## config.mk

```make
export PLATFORM = sky130hd
export DESIGN_NAME = pipeline_hazard_ctrl
export DESIGN_NICKNAME = d
export VERILOG_FILES = /design/src/rtl/pipeline_ctrl_pkg.sv /design/src/rtl/pipeline_hazard_ctrl_sat_counter.sv /design/src/rtl/pipeline_hazard_ctrl.sv
export SDC_FILE = /design/constraint.sdc
export NUM_CORES = 1
export LEC_CHECK = 0
export BUFFER_PORTS_ARGS = -buffer_cell sky130_fd_sc_hd__buf_4
export CAP_MARGIN = 20
export CORE_MARGIN = 1.5
export CORE_UTILIZATION = 43
export DETAILED_ROUTE_END_ITERATION = 16
export PLACE_DENSITY = 0.76
export REMOVE_ABC_BUFFERS = 1
export SLEW_MARGIN = 20
export SYNTH_ARGS = -nofsm -noshare
export SYNTH_HDL_FRONTEND = slang
export SYNTH_HIERARCHICAL = 1
export SYNTH_SLANG_ARGS = --single-unit
```

## constraint.sdc

```tcl
create_clock -name clk -period 2.75 [get_ports clk]
set_clock_uncertainty 0.05 [all_clocks]
set_input_delay 0 -clock clk [delete_from_list [all_inputs] [get_ports clk]]
set_output_delay 0 -clock clk [all_outputs]
set_load 0.02 [all_outputs]
```

## src/rtl/pipeline_ctrl_pkg.sv

```systemverilog
// Shared types and default constants for the pipeline hazard controller.
package pipeline_ctrl_pkg;

  typedef enum logic {
    RUN     = 1'b0,
    MC_WAIT = 1'b1
  } hz_state_t;

  localparam int REG_X0         = 0;
  localparam int REG_ADDR_W_DEF = 5;
  localparam int MC_TIMEOUT_DEF = 64;
  localparam int CNT_W_DEF      = 16;

endpackage

```

## src/rtl/pipeline_hazard_ctrl_sat_counter.sv

```systemverilog
// Saturating up-counter with synchronous clear; used for stall/flush statistics.
module sat_counter
  import pipeline_ctrl_pkg::*;
#(
  parameter int CNT_W = CNT_W_DEF
) (
  input  logic             clk,
  input  logic             reset,
  input  logic             inc,
  input  logic             clr,
  output logic [CNT_W-1:0] q
);

  always_ff @(posedge clk) begin
    if (!reset) begin
      q <= '0;
    end else if (clr) begin
      q <= '0;
    end else if (inc && (q != '1)) begin
      q <= q + 1'b1;
    end
  end

endmodule

```

## src/rtl/pipeline_hazard_ctrl.sv

```systemverilog
// Central stall/flush controller: load-use bubbles, branch flushes and multi-cycle EX waits.
module pipeline_hazard_ctrl
  import pipeline_ctrl_pkg::*;
#(
  parameter int REG_ADDR_W = REG_ADDR_W_DEF,
  parameter int MC_TIMEOUT = MC_TIMEOUT_DEF,
  parameter int CNT_W      = CNT_W_DEF
) (
  input  logic                  clk,
  input  logic                  reset,
  input  logic [REG_ADDR_W-1:0] rs1_D,
  input  logic [REG_ADDR_W-1:0] rs2_D,
  input  logic                  rs1_used_D,
  input  logic                  rs2_used_D,
  input  logic [REG_ADDR_W-1:0] rd_E,
  input  logic                  mem_read_E,
  input  logic                  pc_src_E,
  input  logic                  mc_start_E,
  input  logic                  mc_done,
  input  logic                  clear_counters,
  output logic                  pc_write_zero,
  output logic                  if_id_hold,
  output logic                  IF_pipeline_write_zero,
  output logic                  id_ex_flush,
  output logic                  id_ex_hold,
  output logic                  ex_mem_bubble,
  output logic [CNT_W-1:0]      stall_cnt,
  output logic [CNT_W-1:0]      flush_cnt,
  output logic                  mc_timeout
);

  localparam int CYC_W = $clog2(MC_TIMEOUT + 1);

  hz_state_t        state, state_nxt;
  logic [CYC_W-1:0] mc_cyc, mc_cyc_nxt;
  logic             timeout_set;
  logic             luh;
  logic             pcw_c, ifh_c, ifz_c, idf_c, idh_c, exb_c;

  assign luh = mem_read_E && (rd_E != REG_ADDR_W'(REG_X0)) &&
               ((rs1_used_D && (rs1_D == rd_E)) || (rs2_used_D && (rs2_D == rd_E)));

  always_ff @(posedge clk) begin
    if (!reset) begin
      state      <= RUN;
      mc_cyc     <= '0;
      mc_timeout <= 1'b0;
    end else begin
      state  <= state_nxt;
      mc_cyc <= mc_cyc_nxt;
      if (timeout_set) mc_timeout <= 1'b1;
    end
  end

  // Priority: branch flush > multi-cycle wait > multi-cycle start > load-use.
  always_comb begin
    state_nxt   = state;
    mc_cyc_nxt  = mc_cyc;
    timeout_set = 1'b0;
    pcw_c       = 1'b0;
    ifh_c       = 1'b0;
    ifz_c       = 1'b0;
    idf_c       = 1'b0;
    idh_c       = 1'b0;
    exb_c       = 1'b0;
    if (pc_src_E) begin
      ifz_c      = 1'b1;
      idf_c      = 1'b1;
      state_nxt  = RUN;
      mc_cyc_nxt = '0;
    end else if (state == MC_WAIT) begin
      if (!mc_done) begin
        pcw_c      = 1'b1;
        ifh_c      = 1'b1;
        idh_c      = 1'b1;
        exb_c      = 1'b1;
        mc_cyc_nxt = mc_cyc + 1'b1;
        if (mc_cyc == CYC_W'(MC_TIMEOUT - 1)) begin
          timeout_set = 1'b1;
          state_nxt   = RUN;
          mc_cyc_nxt  = '0;
        end
      end else begin
        state_nxt  = RUN;
        mc_cyc_nxt = '0;
      end
    end else if (mc_start_E) begin
      if (!mc_done) begin
        pcw_c      = 1'b1;
        ifh_c      = 1'b1;
        idh_c      = 1'b1;
        exb_c      = 1'b1;
        state_nxt  = MC_WAIT;
        mc_cyc_nxt = CYC_W'(1);
      end
    end else if (luh) begin
      pcw_c = 1'b1;
      ifh_c = 1'b1;
      idf_c = 1'b1;
    end
  end

  assign pc_write_zero          = reset & pcw_c;
  assign if_id_hold             = reset & ifh_c;
  assign IF_pipeline_write_zero = reset & ifz_c;
  assign id_ex_flush            = reset & idf_c;
  assign id_ex_hold             = reset & idh_c;
  assign ex_mem_bubble          = reset & exb_c;

  sat_counter #(.CNT_W(CNT_W)) u_stall_cnt (
    .clk   (clk),
    .reset (reset),
    .inc   (pc_write_zero),
    .clr   (clear_counters),
    .q     (stall_cnt)
  );

  sat_counter #(.CNT_W(CNT_W)) u_flush_cnt (
    .clk   (clk),
    .reset (reset),
    .inc   (IF_pipeline_write_zero),
    .clr   (clear_counters),
    .q     (flush_cnt)
  );

endmodule

```

---- Yosys cells after proc, flatten, opt, wreduce, memory -nomap -nowiden ----
Index checks and enable logic that the tools add are counted.
cells by class
  add/subtract/negate cells ............... 3
  $mul .................................... 0
  divide/modulo/power cells ............... 0
  magnitude comparators ................... 0
  eq/ne operators ......................... 6
  shift operators ......................... 0
  muxes and demuxes ....................... 24
  bitwise operators ....................... 5
  reductions and logical operators ........ 12
operator list
  kind                                            count
  two-way mux 7 bit                               5
  adder 16 x 1 -> 16 bit (second input constant)  2
  != test 16 bit (second input constant)          2
  two-way mux 1 bit                               19
  == test 5 bit                                   2
  adder 7 x 1 -> 7 bit (second input constant)    1
  == test 7 x 6 -> 1 bit (second input constant)  1
  logical AND 1 bit                               6
  nonzero test 5 bit                              1
  AND 1 bit                                       4
  OR reduction 2 bit                              2
  != test 2 x 1 -> 1 bit (second input constant)  1
  AND reduction 2 bit                             1
  nonzero test 2 bit                              1
  logical OR 1 bit                                1
  NOT 1 bit                                       1
word-level totals
  register bits after elaboration ......... 41
  latch bits .............................. 0
  memory bits (writable) .................. 0
  ROM bits ................................ 0
  input port bits ......................... 24
  memories ................................ 0

---- Depth between registers and ports, before layout ----
Gate-level depths: netlist of run 1.
  word-level depth ........................ 10
  gate-level depth with buffers ........... 8

---- By module ----
Netlist of run 1, hierarchy kept.
modules (own cells, without submodules)
  module                times used  cells an instance  area each (um^2)  sequential area each (um^2)
  sat_counter           2           91                 864.6             320.3
  pipeline_hazard_ctrl  1           81                 645.6             180.2

---- Worst setup path after synthesis of run 1 ----
No wires, ideal clock.
  path type ............................... register to register
  start point ............................. reg state
  end point ............................... reg u_stall_cnt.q[13]
  data arrival time ....................... 2.259 ns
  required time ........................... 2.629 ns
  setup slack ............................. 0.371 ns
  stages on the path, launching flop included .. 8
  buffers on the path ..................... 0
  cell sequence ........................... dfxtp_1 -> nor2_1 -> or3_4 -> o21ai_1 -> and4_2 -> nand3_4 -> or4_1 -> a21oi_1
between the ends
  longest elaborated chain between the ends .. 4
RTL lines
  element                          RTL line                                text
  from (decl)                      pipeline_hazard_ctrl.sv:34              hz_state_t state, state_nxt;
  from (signal assigned)           pipeline_hazard_ctrl.sv:49              state <= state_nxt;
  two-way mux 1 bit (2 in series)  n/a
  AND 1 bit                        n/a
  net if_id_hold                   pipeline_hazard_ctrl.sv:22              output logic if_id_hold,
  logical AND 1 bit                pipeline_hazard_ctrl_sat_counter.sv:19  end else if (inc && (q != '1)) begin
  to (signal assigned)             pipeline_hazard_ctrl_sat_counter.sv:20  q <= q + 1'b1;
  to (decl)                        pipeline_hazard_ctrl_sat_counter.sv:11  output logic [CNT_W-1:0] q
The timed path passes the listed nets, and every way through them passes these cells.
A chain may end at the register's enable or synchronous reset.

---- Worst setup path in the final report of run 1 ----
  start point ............................. in pc_src_E
  end point ............................... reg u_stall_cnt.q[9]
between the ends
  longest elaborated chain between the ends .. 3
RTL lines
  element            RTL line                                text
  from (decl)        pipeline_hazard_ctrl.sv:17              input logic pc_src_E,
  two-way mux 1 bit  pipeline_hazard_ctrl.sv:66              if (pc_src_E) begin
  AND 1 bit          pipeline_hazard_ctrl.sv:103             assign pc_write_zero = reset & pcw_c;
  logical AND 1 bit  pipeline_hazard_ctrl_sat_counter.sv:19
No other way between the ends.

==> impl_metrics.csv, run 1 <==
group,metric,value,unit
worst_setup_path,cp.arrival,2.65,ns
cells_and_area,drive_gt1_share,26.5,%
timing,rsz0062_at_grt,"false",
floorplan,die_area,0.00598,mm2
drt,dr.pass1.iters,4,
global_routing,antenna_found_initial,0,
power_and_ir_drop,p_seq_share,55.0,%
placement,io_buffers,62,
power_and_ir_drop,combPwrFrac,9.0,%
clock_network,h-tree-depth,2,
placement,hpwl,4.14,mm
synthesis,synth.area.top_cells,"dfxtp_1 (35%), xor2_1 (5.2%), nor2_1 (4.3%), nand4_4 (3.6%), a21oi_1 (3.2%)",
timing,tightest_slew,0.520,ns
floorplan,num_rows,26,
power_and_ir_drop,power_density,358,mW/mm2
hold_path,hold_path.class,"in2reg",
run_status,status,"finished clean",
cells_and_area,diodes,0,
power_and_ir_drop,peakVddDrop,0.000232,V
synthesis,synthArstFlopShare,0,%
timing,max_freq,0.402,GHz
drt,drt-vias-per-instance,5.62,
floorplan,die_w,77.3,um
run,max_cap_violations,0,
placement,post-place-ws,0.372,ns
cells_and_area,instances_no_fill,402,
timing,min_period,2.49,ns
global_routing,grt_util_all_layers,19.0,%
timing,tns,0,ns
floorplan,fp.dieH,77.3,um
power_and_ir_drop,netSwitchingFraction,22.3,%
timing,setup_violations,0,
cells_and_area,nets,359,
worst_setup_path,start_kind,"input pin",
power_and_ir_drop,leakagePower,1.23,nW
drt,initialDrtViolationCount,97,
synthesis,syn_inst,263,
clock_network,cts_hold_buffers,4,
floorplan,ioPinCount,63,
global_routing,grt_first_pass_wirelength,9.38,mm
clock_network,numCtsBuffers,5,
power_and_ir_drop,power_switching,0.000242,W
placement,gp_congestion,0.889,
worst_setup_path,crit_type,"in2reg",
global_routing,grt_max_degree,12,
drt,drtAntennaViolNets,0,
timing,hold_viol_final,0,
clock_network,clockRootBuffer,"clkbuf_8",
timing,finalCritPeriodShare,90.5,%
clock_network,worstSkewPairLatency,0.28,ns
synthesis,yosys_warnings,6,
drt,dr_total_vias,2258,
worst_setup_path,crit_required,2.91,ns
global_routing,first_global_vias,2087,
worst_setup_path,crit_path_max_fanout,9,
synthesis,synth_seq_cells,41,
global_routing,grt_use_met2,32.5,%
clock_network,post-cts-setup-buffers,0,
synthesis,synth.distinct_cells,49,
placement,place_inst,391,
cells_and_area,syn_to_final_growth,27.7,%
clock_network,ctsResizeCount,0,
synthesis,synth-seq-area-share,34.6,%
drt,wl,5.54,mm
global_routing,grtUsageMet3,2.62,%
power_and_ir_drop,clkPwrFrac,36.0,%
clock_network,cts_tree,"yes",
global_routing,met1_usage,24.3,%
floorplan,core,0.00520,mm2
cells_and_area,final-seq-area,821,um2
synthesis,synth-edff-count,0,
timing,slew_headroom,65.3,%
synthesis,syn_area,0.00237,mm2
clock_network,clk_pin_slew,0.07,ns
global_routing,grt.busiest_layer,"met2",
clock_network,clockBufferDepth,2,
drt,wl_per_cell,13.8,um
cells_and_area,multi_input_area,0.00150,mm2
worst_setup_path,cp-end-kind,"register",
cells_and_area,nFillCells,487,
synthesis,avgSynthCellArea,9.03,um2
drt,drc_errors,0,
floorplan,start_util,45.6,%
global_routing,grt_overflow,0,
synthesis,synth_top_area_share,34.6,%
clock_network,clock-sinks,41,
synthesis,synthFlopType,"dfxtp_1",
timing,final.setup.worst_slack,0.261,ns
timing,slew_viol_final,0,
synthesis,yosys.area.top_type,"dfxtp_1",
power_and_ir_drop,p_int,0.000844,W
-- per-stage QoR --
step | utilization (%) | hold slack, ns | total power, W | area, um2
final | 58.2 | 0.0440 | 0.00109 | 3030
after global routing | 58.2 | 0.0659 | 0.00113 | 3030
after CTS | 58.2 | 0.0315 | 0.00111 | 3030
after detailed placement | 55.8 | 0.247 | 0.000706 | 2910
after global placement | 55.8 | 0.235 | 0.000705 | 2910
after floorplan | - | 0.0676 | 0.000656 | 2350
-- cell type report --
type,instances,area share (%)
clock buffers,7,2.85
inverters,9,1.11
multi-input cells,209,49.4
flip-flops and latches,41,27.1
well taps,70,2.89
repair buffers,66,16.7
-- registers in the layout, indices dropped and copies added (netlist names) --
name and count:
mc_cyc 7, mc_timeout 1, state 1, u_flush_cnt/q 16, u_stall_cnt/q 16
-- cells by family (layout without fill, tap and decap cells) --
logic type	count (synthesis)	count (layout)	synth area share, %
compound gates	65	65	21.2
xor+xnor	18	18	6.64
fa+ha+maj	3	3	1.58
buf+inv	13	82	2.37
flops	41	41	34.6
mux	2	2	0.843
simple gates	121	121	32.8
-- synth_stat cells (2+ instances only) --
cell type,count
and3_1,3
nand4_1,6
a31oi_1,2
inv_1,9
nor2b_1,4
o311ai_0,5
nor3b_1,2
o31ai_1,4
o311ai_2,2
o31a_1,2
or4_1,4
buf_4,2
nor2_1,27
or3_4,2
and4_1,2
nand3_1,10
o21a_1,3
xor2_1,14
and4_2,4
dfxtp_1,41
nor3_2,3
or3_1,4
nand3_4,2
a21oi_1,15
mux2i_1,2
nand2b_1,8
o211ai_1,2
a41oi_1,2
o41ai_1,4
nand2_1,14
xnor2_1,4
o21ai_0,11
o41ai_4,2
and2_1,7
o211a_1,3
o2111ai_1,3
nor3_1,3
nand4_4,4
ha_1,3
clkbuf_1,2
nor4_1,9
-- worst max-delay path: stages --
cell	delay [ns]
dlygate4sd3_1	0.53
buf_4	0.15
nand2b_1	0.24
or3_4	0.42
o21ai_1	0.24
and4_2	0.37
nand3_4	0.13
or4_1	0.42
a21oi_1	0.15
-- routing by layer --
metal	vias up	wire [um]
met5	-	0
met4	0	72
met3	8	211
met1	1058	2590
li1	1135	-
met2	57	2660
-- power by group through the flow --
| stage | logic (W) | clock network (W) | registers, W |
|---|---|---|---|
| 5_1_grt | 0.000107 | 0.000424 | 0.000598 |
| 3_3_place_gp | 0.0000938 | 0 | 0.000611 |
| 4_1_cts | 0.0000982 | 0.000413 | 0.000597 |
| 3_5_place_dp | 0.0000944 | 0 | 0.000612 |
| 2_1_floorplan | 0.0000440 | 0 | 0.000612 |
| 6_report | 0.0000979 | 0.000391 | 0.000598 |
-- layout by cell type (no fill, tap or decap), drive strengths merged, types with 7 or more instances in the layout --
| cell type | n |
|---|---|
| buf | 62 |
| nand2 | 14 |
| o311ai | 7 |
| nand3 | 12 |
| nor2 | 27 |
| and2 | 8 |
| xor2 | 14 |
| nand2b | 9 |
| a21oi | 15 |
| clkbuf | 7 |
| inv | 9 |
| o21ai | 12 |
| dfxtp | 41 |
| nand4 | 10 |
| nor4 | 9 |
-- final timing paths --
kind / end / slack, ns / from / cells after the start
max reg2reg: u_stall_cnt/q[9] / 0.36 / state / 7
min: u_flush_cnt/q[14] / 0.04 / clear_counters / 3
max: u_stall_cnt/q[9] / 0.26 / pc_src_E / 9
min reg2reg: mc_cyc[6] / 0.42 / mc_cyc[6] / 1
No activity file was read; power rests on OpenSTA's default activity.
==> run 2, diff against run 1 <==
--- a/config.mk
+++ b/config.mk
@@ -5,7 +5,7 @@
 export SDC_FILE = /design/constraint.sdc
 export NUM_CORES = 1
 export LEC_CHECK = 0
-export BUFFER_PORTS_ARGS = -buffer_cell sky130_fd_sc_hd__buf_4
+export BUFFER_PORTS_ARGS = -buffer_cell sky130_fd_sc_hd__buf_2
 export CAP_MARGIN = 20
 export CORE_MARGIN = 1.5
 export CORE_UTILIZATION = 43
==> run 2 against run 1 <==
Against the previous run: sequential power is essentially flat; critical path depth did not move; utilization down 3.2 points; worst setup slack lost 0.0079 ns; critical endpoint is now u_stall_cnt/q[13]; sequential cell count unchanged; global-route usage grew 0.60 points; via count grew 0.27%; maximum frequency fell by 0.32%; worst hold slack got worse by 0.0042 ns; critical path type unchanged; clock power hardly changed; non-clock buffer count shrank 1; highest routed layer unchanged; register-to-register slack about the same.
==> impl_metrics.csv, run 2 (same netlist as run 1, synthesis figures left out) <==
group,metric,value,unit
floorplan,ioPinCount,63,
global_routing,first_global_vias,2132,
clock_network,ctsResizeCount,0,
placement,gp_congestion,0.904,
timing,finalCritPeriodShare,90.8,%
global_routing,grt_max_degree,12,
run_status,status,"finished clean",
clock_network,clock-sinks,41,
timing,setup_violations,0,
drt,initialDrtViolationCount,115,
cells_and_area,syn_to_final_growth,20.7,%
clock_network,cts_hold_buffers,3,
drt,drc_errors,0,
worst_setup_path,crit_required,2.91,ns
floorplan,start_util,45.6,%
power_and_ir_drop,leakagePower,1.21,nW
clock_network,numCtsBuffers,5,
clock_network,clk_pin_slew,0.08,ns
placement,hpwl,4.20,mm
floorplan,die_area,0.00598,mm2
placement,placed_area,0.00275,mm2
worst_setup_path,cp.arrival,2.66,ns
timing,rsz0062_at_grt,"false",
drt,wl_per_cell,13.9,um
cells_and_area,nFillCells,513,
cells_and_area,drive_gt1_share,26.6,%
cells_and_area,mostFrequentLayoutCells,"buf_2 (62), dfxtp_1 (41), nor2_1 (27)",
worst_setup_path,cp-end-kind,"register",
global_routing,grt_overflow,0,
floorplan,num_rows,26,
run,max_cap_violations,0,
clock_network,post-cts-setup-buffers,0,
global_routing,antenna_found_initial,0,
global_routing,grt_first_pass_wirelength,9.60,mm
clock_network,clockBufferDepth,2,
drt,dr_total_vias,2264,
timing,slew_headroom,65.2,%
cells_and_area,final_area,0.00287,mm2
clock_network,cts_tree,"yes",
power_and_ir_drop,power_density,376,mW/mm2
cells_and_area,nets,358,
worst_setup_path,crit_path_max_fanout,9,
timing,hold_viol_final,0,
hold_path,hold_path.class,"in2reg",
timing,tns,0,ns
worst_setup_path,start_kind,"input pin",
floorplan,fp.dieH,77.3,um
cells_and_area,multi_input_area,0.00150,mm2
drt,dr.pass1.iters,4,
cells_and_area,postLayoutCoreUtil,55.1,%
clock_network,worstSkewPairLatency,0.28,ns
clock_network,h-tree-depth,2,
cells_and_area,largestRegisters,"u_flush_cnt/q (16), u_stall_cnt/q (16), mc_cyc (7)",
timing,min_period,2.50,ns
timing,tightest_slew,0.520,ns
timing,slew_viol_final,0,
drt,drtAntennaViolNets,0,
cells_and_area,final_common_cell,"buf_2",
power_and_ir_drop,peakVddDrop,0.000246,V
worst_setup_path,crit_type,"in2reg",
drt,wl,5.58,mm
floorplan,die_w,77.3,um
clock_network,clockRootBuffer,"clkbuf_8",
cells_and_area,diodes,0,
timing,max_freq,0.401,GHz
floorplan,core,0.00520,mm2
global_routing,grt_util_all_layers,19.6,%
placement,io_buffers,62,
drt,drt-vias-per-instance,5.65,
cells_and_area,final-seq-area,821,um2
## run 2: routing by layer
layer | track usage (%) | wire length [um] | up-vias | share of wire [%]
li1 | - | - | 1135 | -
met1 | 24.3 | 2570 | 1084 | 46
met2 | 33.8 | 2790 | 41 | 50
met3 | 3.33 | 173 | 4 | 3.1
met4 | 7.45 | 45 | 0 | 0.81
met5 | 0 | 0 | - | 0
## run 2: final cells by class
cell class                 count  area share (%)
sequential                    41            28.6
timing repair buffer          65            11.9
clock buffer                   7            3.01
inverter                       9            1.18
tap                           70            3.06
multi-input combinational    209            52.2
## run 2: worst paths after layout
| path | to | from | slack, ns | cells past startpoint |
|---|---|---|---|---|
| max reg2reg | u_stall_cnt/q[13] | state | 0.36 | 7 |
| max | u_stall_cnt/q[13] | pc_src_E | 0.25 | 9 |
| min | u_flush_cnt/q[14] | clear_counters | 0.04 | 3 |
| min reg2reg | mc_cyc[6] | mc_cyc[6] | 0.42 | 1 |
## run 2: per-stage QoR
| step | worst slack, ns | instances | power [W] | hold slack [ns] |
|---|---|---|---|---|
| 6_report | 0.253 | 401 | 0.00108 | 0.0398 |
| 4_1_cts | 0.265 | 401 | 0.00110 | 0.0223 |
| 2_1_floorplan | 0.187 | 259 | 0.000656 | 0.0676 |
| 3_5_place_dp | 0.363 | 391 | 0.000694 | 0.275 |
| 5_1_grt | 0.104 | 401 | 0.00113 | 0.0563 |
| 3_3_place_gp | 0.469 | 391 | 0.000693 | 0.270 |
## run 2: where the power goes
| part | internal (W) | leakage (nW) | total [W] | switching, W |
|---|---|---|---|---|
| registers | 0.000595 | 0.330 | 0.000597 | 0.00000249 |
| clock network | 0.000199 | 0.0443 | 0.000394 | 0.000195 |
| logic | 0.0000379 | 0.837 | 0.0000860 | 0.0000481 |
| total | 0.000832 | 1.21 | 0.00108 | 0.000246 |
## run 2: critical path: stages
cell and delay [ns]:
dlygate4sd3_1 0.53, buf_2 0.14, nand2b_1 0.24, or3_4 0.42, o21ai_1 0.25, and4_2 0.38
nand3_4 0.13, or4_1 0.42, a21oi_1 0.14
==> run 3, diff against run 2 <==
--- a/config.mk
+++ b/config.mk
@@ -10,7 +10,7 @@
 export CORE_MARGIN = 1.5
 export CORE_UTILIZATION = 43
 export DETAILED_ROUTE_END_ITERATION = 16
-export PLACE_DENSITY = 0.76
+export PLACE_DENSITY = 0.79
 export REMOVE_ABC_BUFFERS = 1
 export SLEW_MARGIN = 20
 export SYNTH_ARGS = -nofsm -noshare
==> constraint.sdc (replaced) <==
create_clock -name clk -period 2.1 [get_ports clk]
set_clock_uncertainty 0.05 [all_clocks]
set_input_delay 0 -clock clk [delete_from_list [all_inputs] [get_ports clk]]
set_output_delay 0 -clock clk [all_outputs]
set_load 0.02 [all_outputs]
==> run 3 against run 2 <==
Against the previous run: largest cell class unchanged; final cell count rose by 3.0%; critical path type unchanged; non-clock buffer count rose by 12; sequential cell count did not move; highest routed layer unchanged.
==> impl_metrics.csv, run 3 (same netlist as run 1, synthesis figures left out) <==
group,metric,value,unit
run_status,status,"finished clean",
clock_network,clockBufferDepth,2,
drt,wl_per_cell,13.3,um
cells_and_area,final_common_cell,"buf_2",
power_and_ir_drop,peakVddDrop,0.000313,V
placement,hpwl,4.25,mm
worst_setup_path,cp.arrival,2.15,ns
worst_setup_path,start_kind,"input pin",
timing,hold_viol_final,0,
worst_setup_path,cp_top_family,"simple AND/OR/NAND/NOR gates",
hold_path,hold_path.class,"in2reg",
global_routing,antenna_found_initial,0,
power_and_ir_drop,leakagePower,1.27,nW
floorplan,start_util,45.6,%
power_and_ir_drop,power_density,479,mW/mm2
worst_setup_path,r2r_end,"u_stall_cnt/q[9]",
floorplan,core,0.00520,mm2
clock_network,clock-sinks,41,
worst_setup_path,rrSetupSlack,0.16,ns
placement,io_buffers,62,
worst_setup_path,worstPathCellList,"buf_2, dlygate4sd3_1, nor2b_2, nand4_1, o21ai_2, and4_4, nand3_4, or4_1, a21oi_1",
global_routing,grt_util_all_layers,19.1,%
cells_and_area,nFillCells,510,
cells_and_area,postLayoutCoreUtil,56.9,%
worst_setup_path,worstSetupStartpoint,"pc_src_E",
worst_setup_path,reg2reg_depth,7,
drt,dr_total_vias,2306,
drt,initialDrtViolationCount,93,
run,max_cap_violations,0,
placement,gp_congestion,0.899,
drt,drt-vias-per-instance,5.58,
timing,slew_viol_final,0,
timing,max_freq,0.501,GHz
floorplan,ioPinCount,63,
timing,min_period,1.99,ns
cells_and_area,nets,370,
timing,slew_headroom,65.3,%
worst_setup_path,crit_path_max_fanout,8,
timing,tightest_slew,0.518,ns
worst_setup_path,crit_slowest_cell,"dlygate4sd3_1",
drt,wl,5.48,mm
worst_setup_path,cp_num_cells,9,
cells_and_area,mostFrequentLayoutCells,"buf_2 (62), dfxtp_1 (41), nor2_1 (27)",
floorplan,num_rows,26,
worst_setup_path,crit_required,2.26,ns
clock_network,numCtsBuffers,5,
drt,dr.pass1.iters,4,
clock_network,h-tree-depth,2,
global_routing,grt_max_degree,12,
worst_setup_path,critPathMaxStageDelay,0.58,ns
cells_and_area,drive_gt1_share,29.7,%
worst_setup_path,cp-end-kind,"register",
clock_network,clockRootBuffer,"clkbuf_8",
floorplan,die_w,77.3,um
cells_and_area,largestRegisters,"u_flush_cnt/q (16), u_stall_cnt/q (16), mc_cyc (7)",
clock_network,cts_tree,"yes",
worst_setup_path,r2r_start,"state",
clock_network,worstSkewPairLatency,0.28,ns
drt,drc_errors,0,
clock_network,clk_pin_slew,0.07,ns
cells_and_area,syn_to_final_growth,24.8,%
global_routing,grt_first_pass_wirelength,9.47,mm
worst_setup_path,critPathBufInv,2,
worst_setup_path,crit_type,"in2reg",
drt,drtAntennaViolNets,0,
cells_and_area,diodes,0,
timing,finalCritPeriodShare,95.0,%
global_routing,first_global_vias,2126,
cells_and_area,final_area,0.00296,mm2
floorplan,die_area,0.00598,mm2
floorplan,fp.dieH,77.3,um
placement,placed_area,0.00284,mm2
power_and_ir_drop,power,0.00142,W
global_routing,grt_overflow,0,
hold_path,min-delay-start,"pc_src_E",
worst_setup_path,endpoint,"u_stall_cnt/q[9]",
timing,setup_violations,0,
## run 3: final cells by class
type / count / area [um2] / share of cell area (%)
clock buffers: 7 / 86.3 / 2.91
inverters: 9 / 33.8 / 1.14
multi-input cells: 209 / 1510 / 50.8
flip-flops and latches: 41 / 821 / 27.7
well taps: 70 / 87.6 / 2.95
repair buffers: 77 / 430 / 14.5
## run 3: how the worst min path moves through the flow
stage	end	slack, ns	depth (start not counted)
2_1_floorplan	mc_timeout	0.07	1
3_3_place_gp	mc_cyc[0]	0.26	3
3_5_place_dp	mc_cyc[0]	0.28	3
4_1_cts	mc_timeout	0.01	3
5_1_grt	mc_timeout	0.04	3
6_report	mc_timeout	0.02	3
## run 3: what timing repair did
item,in CTS,in global routing
endpoints found under the hold margin,5,0
hold buffers,3,0
buffers inserted,0,0
setup endpoints to repair,0,6
resized for setup,0,3
## run 3: tightest hold or removal path: cells and delay by family
| family | cells | cell delay [ns] |
|---|---|---|
| AO/OA/AOI/OAI | 1 | 0.15 |
| buffers and inverters | 1 | 0.12 |
| AND/OR/NAND/NOR | 1 | 0.05 |
## run 3: per-layer routing
layer  wire, um  vias up  global-route usage [%]
met2       2740       51                    33.4
met1       2480     1088                    23.4
li1           -     1161                       -
met5          0        -                       0
met4         59        0                    5.64
met3        201        6                    3.93
## run 3: power by group
group | internal (W) | switching [W]
clock | 0.000261 | 0.000254
sequential | 0.000779 | 0.00000236
combinational | 0.0000559 | 0.0000663
total | 0.00110 | 0.000322
## run 3: metrics by stage
step / instances / hold WS, ns / TNS, ns / worst slack [ns]
3_3_place_gp: 403 / 0.258 / 0 / 0.0857
6_report: 413 / 0.0229 / 0 / 0.105
3_5_place_dp: 403 / 0.276 / -0.0124 / -0.0124
4_1_cts: 413 / 0.0111 / 0 / 0.0132
5_1_grt: 413 / 0.0384 / -0.00962 / -0.00962
2_1_floorplan: 259 / 0.0676 / -3.63 / -0.463
